<file path="src/rtl/single_port_blockram_requester.sv">
// Initiator-side controller for one single_port_blockram: zero-fills the RAM after reset,
// then forwards read/write requests and returns read data in order through a credited FIFO.

`ifndef BYTE_LEN_IN_BITS
`define BYTE_LEN_IN_BITS 8
`endif

module single_port_blockram_requester #(
    parameter int SINGLE_ENTRY_SIZE_IN_BITS = 64,
    parameter int NUM_SET                   = 64,
    parameter int SET_PTR_WIDTH_IN_BITS     = $clog2(NUM_SET),
    parameter int WRITE_MASK_LEN            = SINGLE_ENTRY_SIZE_IN_BITS / `BYTE_LEN_IN_BITS,
    parameter int READ_LATENCY              = 1,
    parameter int RESP_FIFO_DEPTH           = 2
) (
    input  logic                                 clk_in,
    input  logic                                 reset_in,
    output logic                                 init_done_out,
    input  logic                                 request_valid_in,
    output logic                                 request_ready_out,
    input  logic                                 request_write_in,
    input  logic [SET_PTR_WIDTH_IN_BITS-1:0]     request_addr_in,
    input  logic [WRITE_MASK_LEN-1:0]            request_mask_in,
    input  logic [SINGLE_ENTRY_SIZE_IN_BITS-1:0] request_data_in,
    output logic                                 response_valid_out,
    input  logic                                 response_ready_in,
    output logic [SET_PTR_WIDTH_IN_BITS-1:0]     response_addr_out,
    output logic [SINGLE_ENTRY_SIZE_IN_BITS-1:0] response_data_out,
    output logic                                 ram_access_en_out,
    output logic [WRITE_MASK_LEN-1:0]            ram_write_en_out,
    output logic [SET_PTR_WIDTH_IN_BITS-1:0]     ram_set_addr_out,
    output logic [SINGLE_ENTRY_SIZE_IN_BITS-1:0] ram_write_entry_out,
    input  logic [SINGLE_ENTRY_SIZE_IN_BITS-1:0] ram_read_entry_in
);

    localparam int FIFO_PTR_W = (RESP_FIFO_DEPTH > 1) ? $clog2(RESP_FIFO_DEPTH) : 1;
    localparam int CNT_W      = $clog2(RESP_FIFO_DEPTH + READ_LATENCY + 1) + 1;

    typedef enum logic {
        INIT,
        ACTIVE
    } state_t;

    state_t state;
    state_t next_state;

    logic [SET_PTR_WIDTH_IN_BITS-1:0]     init_cnt;
    logic                                 init_last;

    logic [READ_LATENCY-1:0]              pipe_valid;
    logic [SET_PTR_WIDTH_IN_BITS-1:0]     pipe_addr [READ_LATENCY];

    logic [SINGLE_ENTRY_SIZE_IN_BITS-1:0] fifo_data [RESP_FIFO_DEPTH];
    logic [SET_PTR_WIDTH_IN_BITS-1:0]     fifo_addr [RESP_FIFO_DEPTH];
    logic [FIFO_PTR_W-1:0]                wr_ptr;
    logic [FIFO_PTR_W-1:0]                rd_ptr;
    logic [CNT_W-1:0]                     fifo_count;
    logic [CNT_W-1:0]                     inflight_reads;

    logic fire;
    logic accept_read;
    logic push;
    logic pop;

    assign init_last   = (init_cnt == SET_PTR_WIDTH_IN_BITS'(NUM_SET - 1));
    assign fire        = request_valid_in && request_ready_out;
    assign accept_read = fire && !request_write_in;
    assign push        = pipe_valid[READ_LATENCY-1];
    assign pop         = response_valid_out && response_ready_in;

    assign init_done_out      = (state == ACTIVE);
    assign response_valid_out = (fifo_count != '0);
    assign response_addr_out  = fifo_addr[rd_ptr];
    assign response_data_out  = fifo_data[rd_ptr];

    always_ff @(posedge clk_in) begin
        if (!reset_in) begin
            state <= INIT;
        end else begin
            state <= next_state;
        end
    end

    always_comb begin
        next_state = state;
        if (state == INIT && init_last) begin
            next_state = ACTIVE;
        end
    end

    // Sweep counter holds at its last value rather than wrapping once ACTIVE is reached.
    always_ff @(posedge clk_in) begin
        if (!reset_in) begin
            init_cnt <= '0;
        end else if (state == INIT && !init_last) begin
            init_cnt <= init_cnt + 1'b1;
        end
    end

    always_comb begin
        inflight_reads = '0;
        for (int i = 0; i < READ_LATENCY; i++) begin
            inflight_reads = inflight_reads + CNT_W'(pipe_valid[i]);
        end
    end

    // Every accepted request consumes a credit check so a read can never find the FIFO full.
    assign request_ready_out = (state == ACTIVE) &&
                               ((fifo_count + inflight_reads) < CNT_W'(RESP_FIFO_DEPTH));

    always_comb begin
        ram_access_en_out   = 1'b0;
        ram_write_en_out    = '0;
        ram_set_addr_out    = request_addr_in;
        ram_write_entry_out = request_data_in;
        if (state == INIT) begin
            ram_access_en_out   = 1'b1;
            ram_write_en_out    = '1;
            ram_set_addr_out    = init_cnt;
            ram_write_entry_out = '0;
        end else begin
            ram_access_en_out = fire;
            if (fire && request_write_in) begin
                ram_write_en_out = request_mask_in;
            end
        end
    end

    always_ff @(posedge clk_in) begin
        if (!reset_in) begin
            pipe_valid <= '0;
        end else begin
            pipe_valid[0] <= accept_read;
            for (int i = 1; i < READ_LATENCY; i++) begin
                pipe_valid[i] <= pipe_valid[i-1];
            end
        end
    end

    always_ff @(posedge clk_in) begin
        pipe_addr[0] <= request_addr_in;
        for (int i = 1; i < READ_LATENCY; i++) begin
            pipe_addr[i] <= pipe_addr[i-1];
        end
    end

    always_ff @(posedge clk_in) begin
        if (push) begin
            fifo_data[wr_ptr] <= ram_read_entry_in;
            fifo_addr[wr_ptr] <= pipe_addr[READ_LATENCY-1];
        end
    end

    always_ff @(posedge clk_in) begin
        if (!reset_in) begin
            wr_ptr     <= '0;
            rd_ptr     <= '0;
            fifo_count <= '0;
        end else begin
            if (push) begin
                wr_ptr <= wr_ptr + 1'b1;
            end
            if (pop) begin
                rd_ptr <= rd_ptr + 1'b1;
            end
            case ({push, pop})
                2'b10:   fifo_count <= fifo_count + 1'b1;
                2'b01:   fifo_count <= fifo_count - 1'b1;
                default: fifo_count <= fifo_count;
            endcase
        end
    end

endmodule
</file>
<file path="config.mk">
export PLATFORM = sky130hd
export DESIGN_NAME = single_port_blockram_requester
export DESIGN_NICKNAME = d
export VERILOG_FILES = /design/src/rtl/single_port_blockram_requester.sv
export SDC_FILE = /design/constraint.sdc
export NUM_CORES = 1
export LEC_CHECK = 0
export CORE_ASPECT_RATIO = 0.7
export CORE_MARGIN = 4
export CORE_UTILIZATION = 40
export DETAILED_ROUTE_END_ITERATION = 8
export PLACE_DENSITY = 0.78
export RECOVER_POWER = 100
export SLEW_MARGIN = 20
export SYNTH_ARGS = -nofsm -noshare
export SYNTH_HDL_FRONTEND = slang
export SYNTH_SLANG_ARGS = --single-unit
</file>
<file path="constraint.sdc">
create_clock -name clk_in -period 5 [get_ports clk_in]
set_input_delay 1 -clock clk_in [delete_from_list [all_inputs] [get_ports clk_in]]
set_output_delay 1 -clock clk_in [all_outputs]
set_load 0.005 [all_outputs]
</file>
==> flow_metrics.py, run 1 <==
metrics = {
    "synth": {
        "ys_top_cells_by_area": "edfxtp_1 64%, mux2_2 13%, and2_1 6.5%, dfxtp_1 6.1%, inv_1 0.86%",
        "netlist_instances": 403,
        "yosys_register_bits": 160,
        "syn-cell-area_um2": 6544,
        "synth_cell_types": 36,
        "synth_top_flop_cell": "edfxtp_1",
        "async_reset_ff_share_pct": 0,
        "syn_avg_cell_area_um2": 16.24,
        "synth_warnings": 0,
        "syn_nets": 554,
        "synth_edf_count": 140,
        "synth_top_area_share_pct": 64.24,
        "yosysSeqAreaShare_pct": 70.36,
        "yosysTopAreaCell": "edfxtp_1",
    },
    "job": {
        "maxCapViolations": 3,
    },
    "routing": {
        "totalWireLength_mm": 17.16,
        "dr.pass1.iters": 4,
        "route.detailed.drc": 0,
        "wl_per_cell_um": 18.35,
        "first_iter_violations": 225,
        "vias": 4418,
        "antenna_left": 0,
        "viasPerCell": 4.725,
    },
    "finish": {
        "ff_latch_area_um2": 4606,
        "fin_nets": 853,
        "n_antenna_cell": 0,
        "area_growth_syn_to_layout_pct": 56.33,
        "design_area_um2": 10230,
        "fill_cells": 1169,
        "drive_gt1_share_pct": 15.52,
        "multiInputGateArea_um2": 1742,
        "final_cells": 935,
    },
    "cts": {
        "root_buffer": "clkbuf_16",
        "cts_buffer_depth": 2,
        "cts_sinks": 160,
        "cts_made_buffers": 17,
        "clock_latency_ns": 0.41,
        "cts_tree": "built",
        "post-cts-setup-buffers": 0,
        "clk_pin_slew_ns": 0.06,
        "hold_buffers": 0,
        "cts_resized": 0,
        "ctsHtreeMaxLevel": 4,
    },
    "timing": {
        "whs_ns": 0.4314,
        "max_slew_margin_pct": -116.8,
        "finalSetupTns_ns": 0,
        "finClkSkew_ns": 0.008570,
        "worst_slew_pin_slew_ns": 3.252,
        "maxSlewViolCount": 165,
        "max_freq_mhz": 252.8,
        "post-route-period-util_pct": 79.10,
        "hold_viol": 0,
        "rsz0062_at_grt": "false",
        "final-setup-viol-count": 0,
        "min_period_ns": 3.955,
    },
    "power": {
        "power_w": 0.002861,
        "p_leak_nw": 3.601,
        "seqPwrFrac_pct": 51.7,
        "ir_drop_mv": 0.1716,
        "p_switching_w": 0.0005865,
        "p_clk_share_pct": 42.2,
        "swShare_pct": 20.50,
        "p_comb_share_pct": 6.1,
        "intPower_w": 0.002274,
        "power_density_nw_per_um2": 279.7,
    },
    "placement": {
        "io_buffers": 298,
        "dp_hpwl_mm": 12.54,
        "placed_area_um2": 9711,
        "routabilityCongestion": 0.9176,
        "dpl.cell_count": 903,
    },
    "worst_setup_path": {
        "worstSetupEndpointType": "output pin",
        "worst-path-max-fanout": 70,
        "cp-start-kind": "register",
        "crit_arrival_ns": 2.95,
        "worst-setup-path-type": "reg -> out",
        "worst_ep_required_time_ns": 4.00,
    },
    "floorplanning": {
        "start_util_pct": 41.46,
        "die_area_um2": 18500,
        "core_um2": 15790,
        "io_pins": 299,
        "dieHeight_um": 115.0,
        "num_rows": 38,
        "die_x_um": 160.9,
    },
    "global_routing": {
        "antenna_found_initial": 1,
        "grt_max_degree": 77,
        "grt_pass1_vias": 4766,
        "grt-ovfl-total": 0,
        "grt.total_usage_pct": 18.48,
        "grt_pass1_wl_mm": 26.05,
    },
    "min_path": {
        "min_path_type": "reg -> reg",
    },
    "outcome": {
        "status": "complete, but fails checks",
        "violations": "max-capacitance violations, max-slew violations",
    },
}
==> critical path, stage by stage (launching register included) <==
cell,delay (ns)
dfxtp_2,1.39
mux2_2,0.44
dlygate4sd3_1,0.62
==> path summary, 6_finish.rpt <==
check                                      from                     to  slack (ns)  depth (start not counted)
worst max-delay path                   register  response_data_out[46]        1.05                          2
worst min-delay path            pipe_addr[0][1]        fifo_addr[0][1]        0.43                          0
worst max register to register       pipe_valid       fifo_data[0][24]        1.56                          3
worst min register to register  pipe_addr[0][1]        fifo_addr[0][1]        0.43                          0
==> cell usage after synthesis (all sizes together), types with 5 or more instances <==
cell type  count
dfxtp         20
o21ai         14
nand2          8
mux2          74
nor2           5
and2          68
inv           15
nor2b          5
edfxtp       140
buf           13
clkbuf         7
==> placed cells by master (no fill, tap or decap), drive strengths merged, types with 2 or more instances in the layout <==
cell type      Yosys  final
a21boi             2      2
a31oi              3      3
and2              68     68
and3               2      2
clkbuf             7     20
clkdlybuf4s50      0    118
clkinv             0      4
clkinvlp           0      3
dfxtp             20     20
dlygate4sd3        0    180
edfxtp           140    140
ha                 3      3
inv               15     21
mux2              74     74
nand2              8      8
nand3              3      3
nand4              2      2
nor2               5      5
nor2b              5      5
o21a               2      2
o21ai             14     14
o311ai             2      2
o31a               2      2
o41ai              2      2
or3                2      2
xnor2              3      3
==> area by class of cell <==
type                       instances  area share (%)
sequential                       160           45.02
timing repair buffer             300           29.26
clock inverter                    14           1.260
inverter                          15          0.5504
clock buffer                      18           4.195
multi-input combinational        208           17.03
tap                              220           2.691
==> cells by family after synthesis <==
group / Yosys count / synth area share, %
xor+xnor: 4 / 0.7648
fa+ha+maj: 4 / 0.8796
simple gates: 98 / 9.541
flops: 160 / 70.36
compound gates: 28 / 3.002
mux: 74 / 12.73
buf+inv: 35 / 2.715
==> power groups by stage <==
stage / registers, W / clock network, W / logic [W]
2_1_floorplan: 0.00151 / 0 / 0.0000437
3_3_place_gp: 0.00151 / 0 / 0.000183
3_5_place_dp: 0.00151 / 0 / 0.000192
4_1_cts: 0.00148 / 0.00124 / 0.000194
5_1_grt: 0.00148 / 0.00130 / 0.000192
6_report: 0.00148 / 0.00121 / 0.000175
==> sequential cells by signal, indices dropped and copies added (netlist names), named ones only <==
signal	cells
fifo_addr	12
fifo_count	3
init_cnt	6
pipe_addr	6
init_done_out	1
wr_ptr	1
rd_ptr	1
pipe_valid	1
fifo_data	128
==> through the flow <==
step	utilization, %	setup slack [ns]
3_3_place_gp	61.52	1.636
3_5_place_dp	61.52	1.568
2_1_floorplan	-	1.148
6_report	64.81	1.045
4_1_cts	65.05	1.563
5_1_grt	64.81	0.8380
==> metal layers <==
metal	part of all wire (%)	up-vias	track usage (%)
met3	11	18	9.280
met1	37	2127	20.72
li1	-	2081	-
met2	50	190	30.98
met4	1.6	2	6.534
met5	0.064	-	0
Note: power is estimated with default switching activity, not from simulation.
==> inputs of run 2 (changes only) <==
clock period = 3.65 ns   (was 5 ns; I/O delays follow)
==> run 2 against run 1 <==
The run still ends with max-capacitance violations, max-slew violations left; combinational power increased by 38%; sequential share of layout area down 0.23 points; final area increased by 0.54%; sequential cell count unchanged; hold slack got worse by 0.0053 ns; clock skew decreased by 0.0030 ns; critical path type unchanged; largest cell class unchanged; largest power group unchanged; highest routed layer is now met4.
==> flow_metrics.py, run 2 (same netlist as run 1, synthesis figures left out) <==
metrics = {
    "min_path": {
        "min_from": "pipe_addr[0][3]",
        "min_path_type": "reg -> reg",
    },
    "routing": {
        "dr.pass1.iters": 4,
        "vias": 4419,
        "wl_per_cell_um": 19.11,
        "totalWireLength_mm": 17.94,
        "first_iter_violations": 233,
        "antenna_left": 0,
        "route.detailed.drc": 0,
        "viasPerCell": 4.706,
    },
    "finish": {
        "largestRegisters": "fifo_data x128, fifo_addr x12",
        "fin_nets": 856,
        "area_growth_syn_to_layout_pct": 57.17,
        "regMostFlops": "fifo_data",
        "mostFrequentLayoutCells": "170 x dlygate4sd3_1, 140 x edfxtp_1, 128 x clkdlybuf4s50_1",
        "final_common_cell": "dlygate4sd3_1",
        "largest_reg_flops": 128,
        "drive_gt1_share_pct": 16.02,
    },
    "cts": {
        "cts_sinks": 160,
        "cts_resized": 0,
        "ctsHtreeMaxLevel": 4,
        "cts_tree": "built",
        "clock_latency_ns": 0.42,
        "cts_buffer_depth": 2,
        "hold_buffers": 0,
        "post-cts-setup-buffers": 0,
        "clk_pin_slew_ns": 0.06,
        "root_buffer": "clkbuf_16",
        "cts_made_buffers": 17,
    },
    "global_routing": {
        "grt.met1_usage_pct": 22.02,
        "antenna_found_initial": 0,
        "grt_pass1_vias": 4897,
        "grt_max_degree": 71,
        "grtUsageMet2_pct": 33.48,
        "grt.total_usage_pct": 19.63,
        "busiest_layer": "met2",
        "grt_use_met3_pct": 10.14,
        "grt_pass1_wl_mm": 27.66,
        "grt-ovfl-total": 0,
    },
    "worst_setup_path": {
        "worstSetupEndpointType": "output pin",
        "worst-path-max-fanout": 40,
        "crit_arrival_ns": 2.57,
        "critical-path-top-delay-family": "buffers and inverters",
        "path_cells": "buf_12 -> mux2_2 -> dlygate4sd3_1",
        "reg2reg_from": "pipe_valid",
        "worst_ep_required_time_ns": 2.92,
        "cp_num_buf_inv": 2,
        "crit_path_max_incr_delay_ns": 0.82,
        "worst-setup-path-type": "reg -> out",
        "cp-start-kind": "register",
        "crit_slowest_cell": "dfxtp_2",
    },
    "floorplanning": {
        "die_area_um2": 18500,
        "core_um2": 15790,
        "dieHeight_um": 115.0,
        "start_util_pct": 41.46,
        "num_rows": 38,
        "io_pins": 299,
        "die_x_um": 160.9,
    },
    "outcome": {
        "violations": "max-capacitance violations, max-slew violations",
        "status": "complete, but fails checks",
    },
    "placement": {
        "place_worst_setup_slack_ns": 0.7722,
        "dp_hpwl_mm": 13.11,
        "io_buffers": 298,
        "routabilityCongestion": 0.9711,
    },
    "timing": {
        "rsz0062_at_grt": "false",
        "finClkSkew_ns": 0.005618,
        "hold_viol": 0,
        "worst_slack_ns": 0.3516,
        "max_slew_margin_pct": -54.67,
        "post-route-period-util_pct": 90.37,
        "worst_slew_pin_slew_ns": 2.320,
        "maxSlewViolCount": 143,
        "final-setup-viol-count": 0,
        "max_freq_mhz": 303.2,
        "finalSetupTns_ns": 0,
        "min_period_ns": 3.298,
    },
    "power": {
        "power_density_nw_per_um2": 387.4,
        "p_leak_nw": 3.633,
        "ir_drop_mv": 0.2429,
    },
    "job": {
        "maxCapViolations": 3,
    },
}
## run 2: cell types whose count changed in the layout (fill, tap and decap cells not counted), sizes merged
cell	change
buf	+2
clkinvlp	+1
inv	+1
clkdlybuf4s50	+10
clkinv	-1
diode	+1
dlygate4sd3	-10
## run 2: final timing paths
kind / cells after the start / slack [ns] / endpoint
hold / removal: 0 / 0.43 / fifo_addr[0][3]
setup / recovery: 3 / 0.35 / response_data_out[7]
hold reg to reg: 0 / 0.43 / fifo_addr[0][3]
setup reg to reg: 3 / 0.88 / fifo_data[0][55]
## run 2: final cells by class
| class | count | area (µm²) |
|---|---|---|
| Tap cell | 220 | 275.3 |
| Multi-Input combinational cell | 208 | 1743 |
| Antenna cell | 1 | 2.502 |
| Clock inverter | 15 | 152.6 |
| Sequential cell | 160 | 4607 |
| Timing Repair Buffer | 303 | 3023 |
| Clock buffer | 17 | 425.4 |
| Inverter | 15 | 56.30 |
| Fill cell | 1140 | 5500 |
## run 2: stage by stage
stage                     area, µm²  util [%]  std cells  total power (W)  hold WS [ns]
after floorplan                6546         -        403         0.002122        0.4037
after global placement         9746     61.74        906         0.002315        0.4079
after detailed placement       9746     61.74        906         0.002326        0.4157
after CTS                     10320     65.40        938         0.004041        0.4303
after global routing          10280     65.14        938         0.004130        0.4382
final                         10280     65.16        939         0.003985        0.4261
## run 2: per-layer routing
layer  routed length (µm)  vias to the layer above  share of wire (%)
met1                 6690                     2130                 37
li1                     -                     2090                  -
met5                    0                        -                  0
met2                 9145                      184                 51
met3                 1939                       15                 11
met4                  165                        0               0.92
## run 2: where the power goes
group          switching (W)  total (W)  internal, W
combinational      0.0000710   0.000242     0.000171
sequential         0.0000258    0.00203      0.00200
clock               0.000754    0.00172     0.000961
total               0.000851    0.00398      0.00313
